### src/rtl/detect_sched_pkg.sv
// Shared encodings for the detect_sched scheduler and its pattern detector.
// Holds no logic; latency and backpressure do not apply.
package detect_sched_pkg;

  typedef enum logic [1:0] {
    ST_IDLE  = 2'd0,
    ST_OWN0  = 2'd1,
    ST_OWN1  = 2'd2,
    ST_FLUSH = 2'd3
  } sched_state_t;

  typedef enum logic [1:0] {
    DET_S0    = 2'd0,
    DET_S1    = 2'd1,
    DET_S2    = 2'd2,
    DET_MATCH = 2'd3
  } det_state_t;

  localparam logic [1:0] SYM_00 = 2'b00;
  localparam logic [1:0] SYM_01 = 2'b01;
  localparam logic [1:0] SYM_10 = 2'b10;
  localparam logic [1:0] SYM_11 = 2'b11;

endpackage

### src/rtl/detect_sched_if.sv
// Requester-facing bus of detect_sched: requests/symbols in, grants/hit/counts out.
// Grants are registered; the requester holds vld/sym until granted.
interface detect_sched_if #(
  parameter int CNT_W = 8
);

  logic             req0;
  logic             req1;
  logic             vld0;
  logic             vld1;
  logic [1:0]       sym0;
  logic [1:0]       sym1;
  logic             last0;
  logic             last1;
  logic             gnt0;
  logic             gnt1;
  logic             hit;
  logic             hit_id;
  logic [CNT_W-1:0] cnt0;
  logic [CNT_W-1:0] cnt1;
  logic             busy;

  modport master (
    output req0, req1, vld0, vld1, sym0, sym1, last0, last1,
    input  gnt0, gnt1, hit, hit_id, cnt0, cnt1, busy
  );

  modport slave (
    input  req0, req1, vld0, vld1, sym0, sym1, last0, last1,
    output gnt0, gnt1, hit, hit_id, cnt0, cnt1, busy
  );

endinterface

### src/rtl/detect_sched_sym_detector.sv
// Moore detector for the symbol sequence 01,10,11; advances only when adv is high.
// match is visible the cycle after the completing symbol; no backpressure, clr wins over adv.
module sym_detector
  import detect_sched_pkg::*;
(
  input  logic       clk,
  input  logic       rst_n,
  input  logic       clr,
  input  logic       adv,
  input  logic [1:0] sym,
  output logic       match
);

  det_state_t state_q;
  det_state_t state_d;

  always_ff @(posedge clk) begin
    if (!rst_n) begin
      state_q <= DET_S0;
    end else begin
      state_q <= state_d;
    end
  end

  always_comb begin
    state_d = state_q;
    if (clr) begin
      state_d = DET_S0;
    end else if (adv) begin
      case (state_q)
        DET_S0: begin
          if (sym == SYM_01) state_d = DET_S1;
          else               state_d = DET_S0;
        end
        DET_S1: begin
          if (sym == SYM_10)      state_d = DET_S2;
          else if (sym == SYM_01) state_d = DET_S1;
          else                    state_d = DET_S0;
        end
        DET_S2: begin
          if (sym == SYM_11)      state_d = DET_MATCH;
          else if (sym == SYM_01) state_d = DET_S1;
          else                    state_d = DET_S0;
        end
        DET_MATCH: begin
          if (sym == SYM_01) state_d = DET_S1;
          else               state_d = DET_S0;
        end
        default: state_d = DET_S0;
      endcase
    end
  end

  assign match = (state_q == DET_MATCH);

endmodule

### src/rtl/detect_sched.sv
// Round-robin owner of one shared sequence detector for two framed requesters.
// Grant one cycle after request in IDLE, hit one cycle after the completing symbol; losers wait for IDLE.
module detect_sched
  import detect_sched_pkg::*;
#(
  parameter int CNT_W = 8
) (
  input  logic          clk,
  input  logic          rst_n,
  detect_sched_if.slave bus
);

  localparam logic [CNT_W-1:0] CNT_MAX = '1;

  sched_state_t     state_q;
  sched_state_t     state_d;
  logic             ptr_q;
  logic             ptr_d;
  logic             adv_q;
  logic             owner_q;
  logic [CNT_W-1:0] cnt0_q;
  logic [CNT_W-1:0] cnt1_q;
  logic [CNT_W-1:0] cnt0_d;
  logic [CNT_W-1:0] cnt1_d;
  logic             acc0;
  logic             acc1;
  logic             adv;
  logic [1:0]       sym_sel;
  logic             det_clr;
  logic             det_match;
  logic             hit_w;

  // ptr_q names the requester served last, so a tie goes to the other one
  always_ff @(posedge clk) begin
    if (!rst_n) begin
      state_q <= ST_IDLE;
      ptr_q   <= 1'b1;
      adv_q   <= 1'b0;
      owner_q <= 1'b0;
      cnt0_q  <= '0;
      cnt1_q  <= '0;
    end else begin
      state_q <= state_d;
      ptr_q   <= ptr_d;
      adv_q   <= adv;
      owner_q <= acc1;
      cnt0_q  <= cnt0_d;
      cnt1_q  <= cnt1_d;
    end
  end

  always_comb begin
    state_d = state_q;
    ptr_d   = ptr_q;
    case (state_q)
      ST_IDLE: begin
        if (bus.req0 && bus.req1) state_d = ptr_q ? ST_OWN0 : ST_OWN1;
        else if (bus.req0)        state_d = ST_OWN0;
        else if (bus.req1)        state_d = ST_OWN1;
      end
      ST_OWN0: begin
        if (bus.vld0 && bus.last0) begin
          state_d = ST_FLUSH;
          ptr_d   = 1'b0;
        end
      end
      ST_OWN1: begin
        if (bus.vld1 && bus.last1) begin
          state_d = ST_FLUSH;
          ptr_d   = 1'b1;
        end
      end
      ST_FLUSH: state_d = ST_IDLE;
      default:  state_d = ST_IDLE;
    endcase
  end

  assign acc0    = (state_q == ST_OWN0) && bus.vld0;
  assign acc1    = (state_q == ST_OWN1) && bus.vld1;
  assign adv     = acc0 || acc1;
  assign sym_sel = acc1 ? bus.sym1 : bus.sym0;
  assign det_clr = (state_q == ST_FLUSH);

  sym_detector u_det (
    .clk   (clk),
    .rst_n (rst_n),
    .clr   (det_clr),
    .adv   (adv),
    .sym   (sym_sel),
    .match (det_match)
  );

  // MATCH is only entered on an accepted symbol, so adv_q marks a fresh entry
  assign hit_w = det_match && adv_q;

  // Count shown during the hit cycle already includes that hit; it is committed at the next edge
  always_comb begin
    cnt0_d = cnt0_q;
    cnt1_d = cnt1_q;
    if (hit_w && !owner_q && (cnt0_q != CNT_MAX)) cnt0_d = cnt0_q + CNT_W'(1);
    if (hit_w &&  owner_q && (cnt1_q != CNT_MAX)) cnt1_d = cnt1_q + CNT_W'(1);
  end

  assign bus.gnt0   = (state_q == ST_OWN0);
  assign bus.gnt1   = (state_q == ST_OWN1);
  assign bus.busy   = (state_q != ST_IDLE);
  assign bus.hit    = hit_w;
  assign bus.hit_id = hit_w && owner_q;
  assign bus.cnt0   = cnt0_d;
  assign bus.cnt1   = cnt1_d;

endmodule

### src/flat_wrapper.sv
// flat-port wrapper written by rule: the top's interface ports become plain ports
module detect_sched_flat import detect_sched_pkg::*;
#(
  parameter int CNT_W = 8
)
  (clk, rst_n, bus_req0, bus_req1, bus_vld0, bus_vld1, bus_sym0, bus_sym1, bus_last0, bus_last1, bus_gnt0, bus_gnt1, bus_hit, bus_hit_id, bus_cnt0, bus_cnt1, bus_busy);
  detect_sched_if #(.CNT_W(CNT_W)) bus_i ();
  input  logic clk;
  input  logic rst_n;
  input wire logic [$bits(bus_i.req0)-1:0] bus_req0;
  input wire logic [$bits(bus_i.req1)-1:0] bus_req1;
  input wire logic [$bits(bus_i.vld0)-1:0] bus_vld0;
  input wire logic [$bits(bus_i.vld1)-1:0] bus_vld1;
  input wire logic [$bits(bus_i.sym0)-1:0] bus_sym0;
  input wire logic [$bits(bus_i.sym1)-1:0] bus_sym1;
  input wire logic [$bits(bus_i.last0)-1:0] bus_last0;
  input wire logic [$bits(bus_i.last1)-1:0] bus_last1;
  output wire logic [$bits(bus_i.gnt0)-1:0] bus_gnt0;
  output wire logic [$bits(bus_i.gnt1)-1:0] bus_gnt1;
  output wire logic [$bits(bus_i.hit)-1:0] bus_hit;
  output wire logic [$bits(bus_i.hit_id)-1:0] bus_hit_id;
  output wire logic [$bits(bus_i.cnt0)-1:0] bus_cnt0;
  output wire logic [$bits(bus_i.cnt1)-1:0] bus_cnt1;
  output wire logic [$bits(bus_i.busy)-1:0] bus_busy;
  assign bus_i.req0 = bus_req0;
  assign bus_i.req1 = bus_req1;
  assign bus_i.vld0 = bus_vld0;
  assign bus_i.vld1 = bus_vld1;
  assign bus_i.sym0 = bus_sym0;
  assign bus_i.sym1 = bus_sym1;
  assign bus_i.last0 = bus_last0;
  assign bus_i.last1 = bus_last1;
  assign bus_gnt0 = bus_i.gnt0;
  assign bus_gnt1 = bus_i.gnt1;
  assign bus_hit = bus_i.hit;
  assign bus_hit_id = bus_i.hit_id;
  assign bus_cnt0 = bus_i.cnt0;
  assign bus_cnt1 = bus_i.cnt1;
  assign bus_busy = bus_i.busy;
  detect_sched #(.CNT_W(CNT_W)) u_core (.clk(clk), .rst_n(rst_n), .bus(bus_i));
endmodule
### config.mk
export PLATFORM = sky130hd
export DESIGN_NAME = detect_sched_flat
export DESIGN_NICKNAME = d
export VERILOG_FILES = /design/src/rtl/detect_sched_pkg.sv /design/src/rtl/detect_sched_if.sv /design/src/rtl/detect_sched_sym_detector.sv /design/src/rtl/detect_sched.sv /design/src/flat_wrapper.sv
export SDC_FILE = /design/constraint.sdc
export NUM_CORES = 1
export LEC_CHECK = 0
export BUFFER_PORTS_ARGS = -buffer_cell sky130_fd_sc_hd__buf_2
export CAP_MARGIN = 0
export CORE_AREA = 2 2 78 80
export DETAILED_ROUTE_END_ITERATION = 7
export DIE_AREA = 0 0 80 82
export MAX_ROUTING_LAYER = met4
export PLACE_DENSITY_LB_ADDON = 0.12
export SLEW_MARGIN = 0
export SYNTH_ARGS = -nofsm -noshare
export SYNTH_HDL_FRONTEND = slang
export SYNTH_SLANG_ARGS = --single-unit
export TNS_END_PERCENT = 1
### constraint.sdc
create_clock -name clk -period 1.52 [get_ports clk]
set_clock_uncertainty 0.15 [all_clocks]
set_input_delay 0.076 -clock clk [delete_from_list [all_inputs] [get_ports clk]]
set_output_delay 0.076 -clock clk [all_outputs]
set_load 0.02 [all_outputs]
==> flow_metrics.py, run 1 <==
metrics = {
    "detailed_routing": {
        "drtPass1Iterations": 4,
        "post-route-drc-count": 0,
        "post_drt_via_cell_ratio": 4.44,
        "vias": 1345,
        "antenna_left": 0,
        "routed_wl_um": 3760,
        "routedWlPerCell_um": 12.4,
        "drt-initial-drc-count": 48,
    },
    "global_routing": {
        "antenna_found_initial": 0,
        "grt_overflow": 0,
        "grt_pass1_wl_um": 6350,
        "grt_pass1_vias": 1393,
        "grt_util_all_layers_pct": 12.8,
        "grt_max_degree": 18,
    },
    "setup_path": {
        "crit_chain": "ha_4 -> nand4_4 -> o21ai_4 -> mux2_4 -> buf_6",
        "crit_fanout": 6,
        "critPathLaunch": "u_core.cnt0_q[0]",
        "critPathKind": "reg2out",
        "start_kind": "flip-flop",
        "end_kind": "primary output",
        "cp_top_family": "flip-flops",
        "r2r_start": "u_core.cnt0_q[0]",
        "slowest_delay_ps": 370,
        "worstPathRequired_ps": 1290,
        "crit_slowest_cell": "dfxtp_4",
        "cp.arrival_ps": 1680,
        "crit_buf_inv": 1,
    },
    "place": {
        "placed_cell_area_um2": 2090,
        "place.gp.congestion": 0.839,
        "port_buffers": 32,
        "hpwlAfterDp_um": 3010,
    },
    "timing": {
        "hold_viol": 0,
        "max_freq_mhz": 524,
        "fin_crit_ps": 1910,
        "finalMaxSlewViolations": 0,
        "hold_slack_ps": 53.0,
        "setup_ws_ps": -388,
        "relSlewSlack_pct": 77.6,
        "setup_viol": 28,
        "fin_crit_sh_pct": 126,
        "rsz0062_at_grt": "true",
        "tightest_slew_ps": 336,
    },
    "clocking": {
        "cts_sinks": 23,
        "clockRootBuffer": "clkbuf_8",
        "cts_tree": "built",
        "insertion_delay_ps": 260,
        "clockBufferDepth": 2,
        "h-tree-depth": 1,
        "clkTransAtPathRegs_ps": 90,
        "cts_inserted_buffers": 3,
    },
    "yosys": {
        "ys_async_sr_fraction_pct": 0,
        "synth_top_area_share_pct": 33.3,
        "synth-seq-cells": 23,
        "ys_types": 45,
        "netlist_area_um2": 1380,
        "synthFlopType": "dfxtp_1",
        "synth_nets": 173,
        "synth_commonest_cells": "23 x dfxtp_1, 15 x nand2_1, 12 x and2_1",
        "yosysMostFrequentCell": "dfxtp_1",
        "synth_edf_count": 0,
        "netlist_instances": 151,
        "netlist.top_cell.by_area": "dfxtp_1",
        "yosysSeqAreaShare_pct": 33.3,
        "netlist_top_cells_area": "dfxtp_1 33%, ha_1 9.0%, mux2i_1 5.8%",
        "yosysWarnings": 0,
        "avgSynthCellArea_um2": 9.16,
    },
    "layout": {
        "antenna_cells": 0,
        "design_area_um2": 2330,
        "drive_gt1_share_pct": 61.0,
        "fill_cells": 582,
        "regArea_um2": 483,
        "nNetsFinal": 251,
        "multi_input_area_um2": 1120,
        "area_growth_pct": 68.2,
    },
    "pwr": {
        "irDropWorstVdd_v": 0.000529,
        "power_density_nw_per_um2": 740,
        "fin_total_pwr_mw": 1.72,
        "p_leak_nw": 1.11,
    },
    "die": {
        "die_area_um2": 6560,
        "io_pins": 33,
        "row_count": 28,
        "start_util_pct": 24.1,
        "core_um2": 5750,
        "fp.dieH_um": 82,
        "die_width_um": 80,
    },
    "run_status": {
        "violations": "negative setup slack",
        "status": "finished with violations",
    },
    "run": {
        "maxCapViolations": 0,
    },
    "min_path": {
        "min-delay-start": "bus_vld1",
        "hold_path.class": "in2reg",
    },
}
-- power breakdown --
group	internal, mW	leakage (nW)	switching [mW]	total [mW]
registers	0.649	0.193	0.0427	0.692
clock network	0.183	0.0255	0.211	0.394
logic	0.324	0.894	0.311	0.635
total	1.16	1.11	0.565	1.72
-- final cells by class --
type / count / share of cell area [%]
Clock buffer: 3 / 1.78
Timing Repair Buffer: 75 / 23.3
Sequential cell: 23 / 20.8
Clock inverter: 1 / 0.215
Inverter: 9 / 1.56
Tap cell: 75 / 4.03
Multi-Input combinational cell: 117 / 48.3
-- flip-flops by register name, indices dropped and copies added, names as in the netlist --
register              count
u_core.adv_q              1
u_core.cnt0_q             8
u_core.cnt1_q             8
u_core.owner_q            1
u_core.ptr_q              1
u_core.state_q            2
u_core.u_det.state_q      2
-- kinds of logic after synthesis --
group           synth area share (%)
flops                           33.3
simple gates                    27.5
fa+ha+maj                       9.05
buf+inv                         3.53
xor+xnor                        5.07
mux                             8.69
compound gates                  12.9
-- tightest hold or removal path, cell delays in order --
cell     delay [ps]
buf_2           120
nand2_4          90
buf_4           110
nor2_1           30
-- per-stage QoR --
stage                     setup TNS, ps  util, %  setup slack (ps)  instances
after CTS                         -6220     39.8              -410        303
final                             -5540     40.5              -388        303
after detailed placement          -3280     36.3              -188        298
after floorplan                   -1890        -              -145        151
after global routing              -8440     40.5              -462        303
after global placement            -2210     36.3              -136        298
-- final timing paths --
path | end | slack, ps | depth (start not counted)
setup reg to reg | u_core.cnt0_q[1] | -150 | 5
hold reg to reg | u_core.ptr_q | 380 | 1
hold / removal | u_core.owner_q | 50 | 4
setup / recovery | bus_cnt0[1] | -390 | 5
-- cells in the final DEF, fill, tap and decap left out, types with 2 or more instances in the layout --
| cell | synthesis | final |
|---|---|---|
| nor3_4 | 0 | 3 |
| o211ai_1 | 3 | 3 |
| clkbuf_8 | 0 | 3 |
| xor2_2 | 0 | 3 |
| nand4_4 | 0 | 2 |
| and3_1 | 3 | 3 |
| mux2i_1 | 8 | 5 |
| buf_2 | 0 | 18 |
| mux2_4 | 1 | 2 |
| nand2b_1 | 4 | 4 |
| dfxtp_2 | 0 | 9 |
| nand2_1 | 15 | 14 |
| ha_4 | 0 | 5 |
| o32ai_1 | 2 | 2 |
| inv_2 | 0 | 2 |
| a21oi_1 | 5 | 4 |
| inv_1 | 9 | 6 |
| a31oi_1 | 3 | 3 |
| ha_1 | 10 | 4 |
| mux2i_2 | 1 | 4 |
| xnor2_2 | 0 | 5 |
| dfxtp_1 | 23 | 11 |
| nor2b_1 | 3 | 2 |
| nand3_2 | 2 | 3 |
| o21ai_0 | 2 | 2 |
| nand3_1 | 3 | 2 |
| buf_4 | 0 | 50 |
| nor2_1 | 7 | 5 |
| buf_6 | 1 | 6 |
| nor2_2 | 0 | 2 |
| dfxtp_4 | 0 | 3 |
| and2_1 | 12 | 12 |
-- per-layer routing --
layer  up-vias  GRT usage, %  wire length, um
met2        23          22.0             1920
met5         -             -                0
li1        681             -                -
met4         0          4.07               27
met3         2          1.87              131
met1       639          15.4             1680
-- what timing repair did --
| action | in CTS | in global routing |
|---|---|---|
| setup buffers | 0 | 0 |
| pin swaps | 10 | 5 |
| gates resized for setup | 41 | 13 |
| hold buffers | 1 | 0 |
| endpoints found under the hold margin | 1 | 0 |
| endpoints found under the setup margin | 39 | 37 |
(Power assumes the default switching activity.)
==> run 2: changes to the inputs <==
- BUFFER_PORTS_ARGS: -buffer_cell sky130_fd_sc_hd__buf_2 -> default
- DONT_BUFFER_PORTS: default -> 1
==> run 2 against run 1 <==
  * Register-to-register slack gained 60 ps
  * Via count down 5.1%
  * Sequential share of layout area grew 0.59 points
  * Clock power shrank 2%
  * Critical path depth is 1 higher
  * Wire length fell by 3.8%
  * The run still ends with negative setup slack left
  * Non-clock buffer count is 17 lower
==> flow_metrics.py, run 2 (synthesis results as in run 1) <==
metrics = {
    "run_status": {
        "status": "finished with violations",
        "violations": "negative setup slack",
    },
    "detailed_routing": {
        "routed_wl_um": 3610,
        "drt-initial-drc-count": 33,
        "post-route-drc-count": 0,
        "drtPass1Iterations": 4,
        "routedWlPerCell_um": 12.6,
        "antenna_left": 0,
        "post_drt_via_cell_ratio": 4.47,
        "vias": 1277,
    },
    "run": {
        "maxCapViolations": 0,
    },
    "timing": {
        "setup_ws_ps": -355,
        "setup_viol": 28,
        "finalMaxSlewViolations": 0,
        "relSlewSlack_pct": 57.0,
        "max_freq_mhz": 533,
        "hold_viol": 0,
        "fin_crit_sh_pct": 123,
        "fin_crit_ps": 1870,
        "tightest_slew_ps": 645,
        "rsz0062_at_grt": "true",
    },
    "setup_path": {
        "reg2reg_slack_ps": -90,
        "critPathKind": "reg2out",
        "r2r_start": "u_core.cnt0_q[0]",
        "start_kind": "flip-flop",
        "cp.arrival_ps": 1650,
        "r2r-end": "u_core.cnt0_q[1]",
        "worstPathRequired_ps": 1290,
        "end_kind": "primary output",
        "r2r_cells": 5,
        "crit_fanout": 4,
    },
    "clocking": {
        "cts_setup_buffers": 0,
        "clockRootBuffer": "clkbuf_8",
        "cts_tree": "built",
        "cts_sinks": 23,
        "cts_inserted_buffers": 3,
        "h-tree-depth": 1,
        "insertion_delay_ps": 260,
        "clkTransAtPathRegs_ps": 90,
        "clockBufferDepth": 2,
    },
    "global_routing": {
        "grt_util_all_layers_pct": 11.9,
        "grt_pass1_vias": 1310,
        "grt_max_degree": 19,
        "antenna_found_initial": 0,
        "grt_pass1_wl_um": 5990,
        "grt_overflow": 0,
    },
    "place": {
        "port_buffers": 0,
        "placed_cell_area_um2": 1990,
        "place.gp.congestion": 0.855,
        "dp_slack_ps": -187,
        "hpwlAfterDp_um": 2790,
    },
    "die": {
        "core_um2": 5750,
        "fp.dieH_um": 82,
        "io_pins": 33,
        "die_width_um": 80,
        "die_area_um2": 6560,
        "row_count": 28,
        "start_util_pct": 24.1,
    },
    "pwr": {
        "p_leak_nw": 1.01,
        "power_density_nw_per_um2": 744,
        "irDropWorstVdd_v": 0.000584,
    },
    "layout": {
        "reg_top3": "u_core.cnt0_q: 8 flops, u_core.cnt1_q: 8 flops",
        "final_common_cell": "buf_4",
        "antenna_cells": 0,
        "area_growth_pct": 63.2,
        "design_area_um2": 2260,
        "drive_gt1_share_pct": 54.5,
        "nNetsFinal": 234,
        "layout_common_cells": "49 x buf_4, 13 x nand2_1, 12 x dfxtp_1, 11 x and2_1, 8 x dfxtp_2",
    },
    "min_path": {
        "hold_path.class": "in2reg",
        "hold_depth": 4,
        "min-delay-start": "bus_vld1",
        "min_to": "u_core.state_q[0]",
    },
}
-- run 2: cell types whose count changed in the layout (fill, tap and decap cells not counted), moves of 2 or more --
cell           change
buf_2             -18
dlygate4sd3_1      +5
nor3_4             -2
nor2_2             -2
nor2_1             +2
nor3_2             +2
buf_6              -4
-- run 2: area by class of cell --
class,instances,area (um^2)
Timing Repair Buffer,58,463
Sequential cell,23,482
Fill cell,593,3490
Clock buffer,3,41.3
Multi-Input combinational cell,117,1130
Inverter,9,36.3
Tap cell,75,93.8
Clock inverter,1,5.00
-- run 2: per-stage QoR --
stage	setup TNS [ps]	hold slack [ps]	std cells	power, mW	utilization (%)
final	-5010	21.6	286	1.68	39.3
after floorplan	-1890	47.6	151	1.02	-
after detailed placement	-2670	54.0	275	1.20	34.7
after global placement	-1790	50.1	275	1.18	34.7
after CTS	-6070	15.5	286	1.66	38.5
after global routing	-7750	14.4	286	1.79	39.3
-- run 2: timing repair --
action	4_1_cts	5_1_grt
hold buffers	7	0
endpoints found under the hold margin	22	0
gates resized for setup	27	9
pin swaps	4	8
endpoints found under the setup margin	36	37
-- run 2: worst max path at each step --
stage | from | endpoint | slack (ps)
floorplan | u_core.cnt0_q[0] | u_core.cnt0_q[1] | -140
global placement | u_core.u_det.state_q[0] | bus_cnt1[5] | -120
detailed placement | u_core.u_det.state_q[1] | bus_cnt1[5] | -190
CTS | u_core.u_det.state_q[0] | bus_cnt0[7] | -380
global route | u_core.u_det.state_q[0] | bus_cnt0[7] | -460
finish | u_core.u_det.state_q[0] | bus_cnt0[2] | -350
-- run 2: routing by layer --
layer	up-vias	GRT usage, %	wire length, um
met2	23	21.0	1780
met5	-	-	0
met3	2	2.53	143
li1	655	-	-
met1	597	14.1	1670
met4	0	2.54	21
-- run 2: worst max-delay path: stages, from the launching register on --
cell	delay [ps]
dfxtp_2	360
ha_4	150
and3b_2	230
buf_4	120
o211ai_1	120
xnor2_2	220
buf_4	180
-- run 2: report_power, final --
| group | total (mW) | switching [mW] | leakage [nW] | internal, mW |
|---|---|---|---|---|
| clock network | 0.388 | 0.205 | 0.0255 | 0.183 |
| logic | 0.591 | 0.293 | 0.792 | 0.298 |
| registers | 0.699 | 0.0492 | 0.192 | 0.649 |
| total | 1.68 | 0.548 | 1.01 | 1.13 |
==> run 3: changes to the inputs <==
- PLACE_DENSITY: default -> 0.49
- PLACE_DENSITY_LB_ADDON: 0.12 -> default
==> run 3 against run 2 <==
  * The run still ends with negative setup slack left
  * Die area stayed put
  * Design area increased by 1.1%
  * Sequential power shrank 1%
  * Combinational power increased by 8.3%
  * Largest power group unchanged
  * Via count decreased by 2.0%
==> flow_metrics.py, run 3 (synthesis results as in run 1) <==
metrics = {
    "timing": {
        "max_freq_mhz": 524,
        "tns_ps": -5190,
        "relSlewSlack_pct": 76.0,
        "setup_ws_ps": -387,
        "tightest_slew_ps": 357,
        "fin_crit_ps": 1910,
        "setup_viol": 29,
        "rsz0062_at_grt": "true",
        "hold_viol": 0,
        "hold_slack_ps": 12.1,
        "finalMaxSlewViolations": 0,
        "fin_crit_sh_pct": 125,
    },
    "detailed_routing": {
        "vias": 1252,
        "drtPass1Iterations": 4,
        "routedWlPerCell_um": 11.8,
        "drt-initial-drc-count": 25,
        "post_drt_via_cell_ratio": 4.39,
        "post-route-drc-count": 0,
        "antenna_left": 0,
        "routed_wl_um": 3350,
    },
    "setup_path": {
        "cp_top_family": "flip-flops",
        "end_kind": "primary output",
        "r2r-end": "u_core.cnt0_q[1]",
        "r2r_cells": 5,
        "crit_slowest_cell": "dfxtp_2",
        "worstPathRequired_ps": 1290,
        "cp.arrival_ps": 1680,
        "slowest_delay_ps": 360,
        "crit_fanout": 6,
        "crit_chain": "ha_4 -> nand4_4 -> o21ai_4 -> mux2_4 -> buf_4",
        "start_kind": "flip-flop",
        "crit_buf_inv": 1,
        "reg2reg_slack_ps": -120,
        "critPathKind": "reg2out",
        "r2r_start": "u_core.cnt0_q[1]",
    },
    "layout": {
        "fin_cells": 285,
        "layout_common_cells": "46 x buf_4, 13 x nand2_1, 13 x dfxtp_1, 11 x and2_1, 8 x dfxtp_2",
        "nNetsFinal": 233,
        "fill_cells": 594,
        "design_area_um2": 2280,
        "final_common_cell": "buf_4",
        "fin_util_pct": 39.7,
        "drive_gt1_share_pct": 52.9,
        "antenna_cells": 0,
        "area_growth_pct": 64.9,
        "reg_top3": "u_core.cnt0_q: 8 flops, u_core.cnt1_q: 8 flops",
    },
    "pwr": {
        "power_density_nw_per_um2": 752,
        "fin_total_pwr_mw": 1.71,
        "irDropWorstVdd_v": 0.000499,
        "p_leak_nw": 1.03,
    },
    "clocking": {
        "h-tree-depth": 1,
        "insertion_delay_ps": 260,
        "clockBufferDepth": 2,
        "clockRootBuffer": "clkbuf_8",
        "cts_sinks": 23,
        "cts_tree": "built",
        "cts_inserted_buffers": 3,
        "clkTransAtPathRegs_ps": 80,
    },
    "place": {
        "placed_cell_area_um2": 1980,
        "hpwlAfterDp_um": 2560,
        "placed_cells": 273,
        "place.gp.congestion": 0.879,
        "port_buffers": 0,
        "dp_slack_ps": -162,
    },
    "global_routing": {
        "grt_pass1_wl_um": 5710,
        "grt_pass1_vias": 1259,
        "grt_max_degree": 18,
        "grt_util_all_layers_pct": 11.4,
        "antenna_found_initial": 0,
        "grt_overflow": 0,
    },
    "die": {
        "row_count": 28,
        "start_util_pct": 24.1,
        "die_width_um": 80,
        "fp.dieH_um": 82,
        "die_area_um2": 6560,
        "core_um2": 5750,
        "io_pins": 33,
    },
    "run": {
        "maxCapViolations": 0,
    },
    "min_path": {
        "hold_path.class": "in2reg",
        "hold_depth": 3,
        "min_to": "u_core.u_det.state_q[0]",
        "min-delay-start": "bus_sym1[1]",
    },
    "run_status": {
        "violations": "negative setup slack",
        "status": "finished with violations",
    },
}
==> run 3: cell count changes in the layout (fill, tap and decap cells not counted), sizes merged <==
| cell | delta |
|---|---|
| clkbuf | +2 |
| buf | -2 |
| dlymetal6s4s | -1 |
| dlygate4sd3 | +1 |
| clkinv | -1 |
==> run 3: power by group <==
| part | total [mW] | internal, mW | switching (mW) | leakage [nW] |
|---|---|---|---|---|
| combinational | 0.640 | 0.331 | 0.308 | 0.817 |
| clock | 0.384 | 0.187 | 0.197 | 0.0228 |
| sequential | 0.690 | 0.651 | 0.0393 | 0.191 |
==> run 3: final cells by class <==
class / count / area [um^2] / area share, %
Multi-Input combinational cell: 117 / 1170 / 51.4
Sequential cell: 23 / 478 / 21.0
Timing Repair Buffer: 57 / 454 / 19.9
Tap cell: 75 / 93.8 / 4.12
Clock buffer: 4 / 45.0 / 1.98
Inverter: 9 / 36.3 / 1.59
==> run 3: worst register-to-register path: cells and delay by family, from the launching register on <==
family	cells	cell delay, ps
AO/OA/AOI/OAI	1	300
AND/OR/NAND/NOR	2	240
multiplexers	1	340
flip-flops	1	360
adder cells (fa/ha/maj)	1	150
==> run 3: how the worst max path moves through the flow <==
stage,depth (start not counted),end,from
after detailed placement,6,u_core.cnt0_q[5],u_core.u_det.state_q[0]
final,5,bus_cnt0[1],u_core.cnt0_q[1]
after global placement,5,bus_cnt0[3],u_core.u_det.state_q[0]
after CTS,5,bus_cnt0[7],u_core.u_det.state_q[0]
after global routing,5,bus_cnt0[7],u_core.u_det.state_q[0]
after floorplan,5,u_core.cnt0_q[1],u_core.cnt0_q[0]
==> run 3: metal layers <==
metal / up-vias / GRT usage [%] / routed length (um)
met5: - / - / 0
met4: 0 / 3.39 / 27
met3: 2 / 1.65 / 128
met2: 23 / 19.4 / 1640
met1: 580 / 14.0 / 1560
li1: 647 / - / -
==> run 3: what timing repair did <==
item,4_1_cts,5_1_grt
setup buffers,0,0
endpoints found under the setup margin,38,39
resized for setup,27,14
hold buffers,8,0
pin swaps,8,4
hold endpoints to repair,22,0
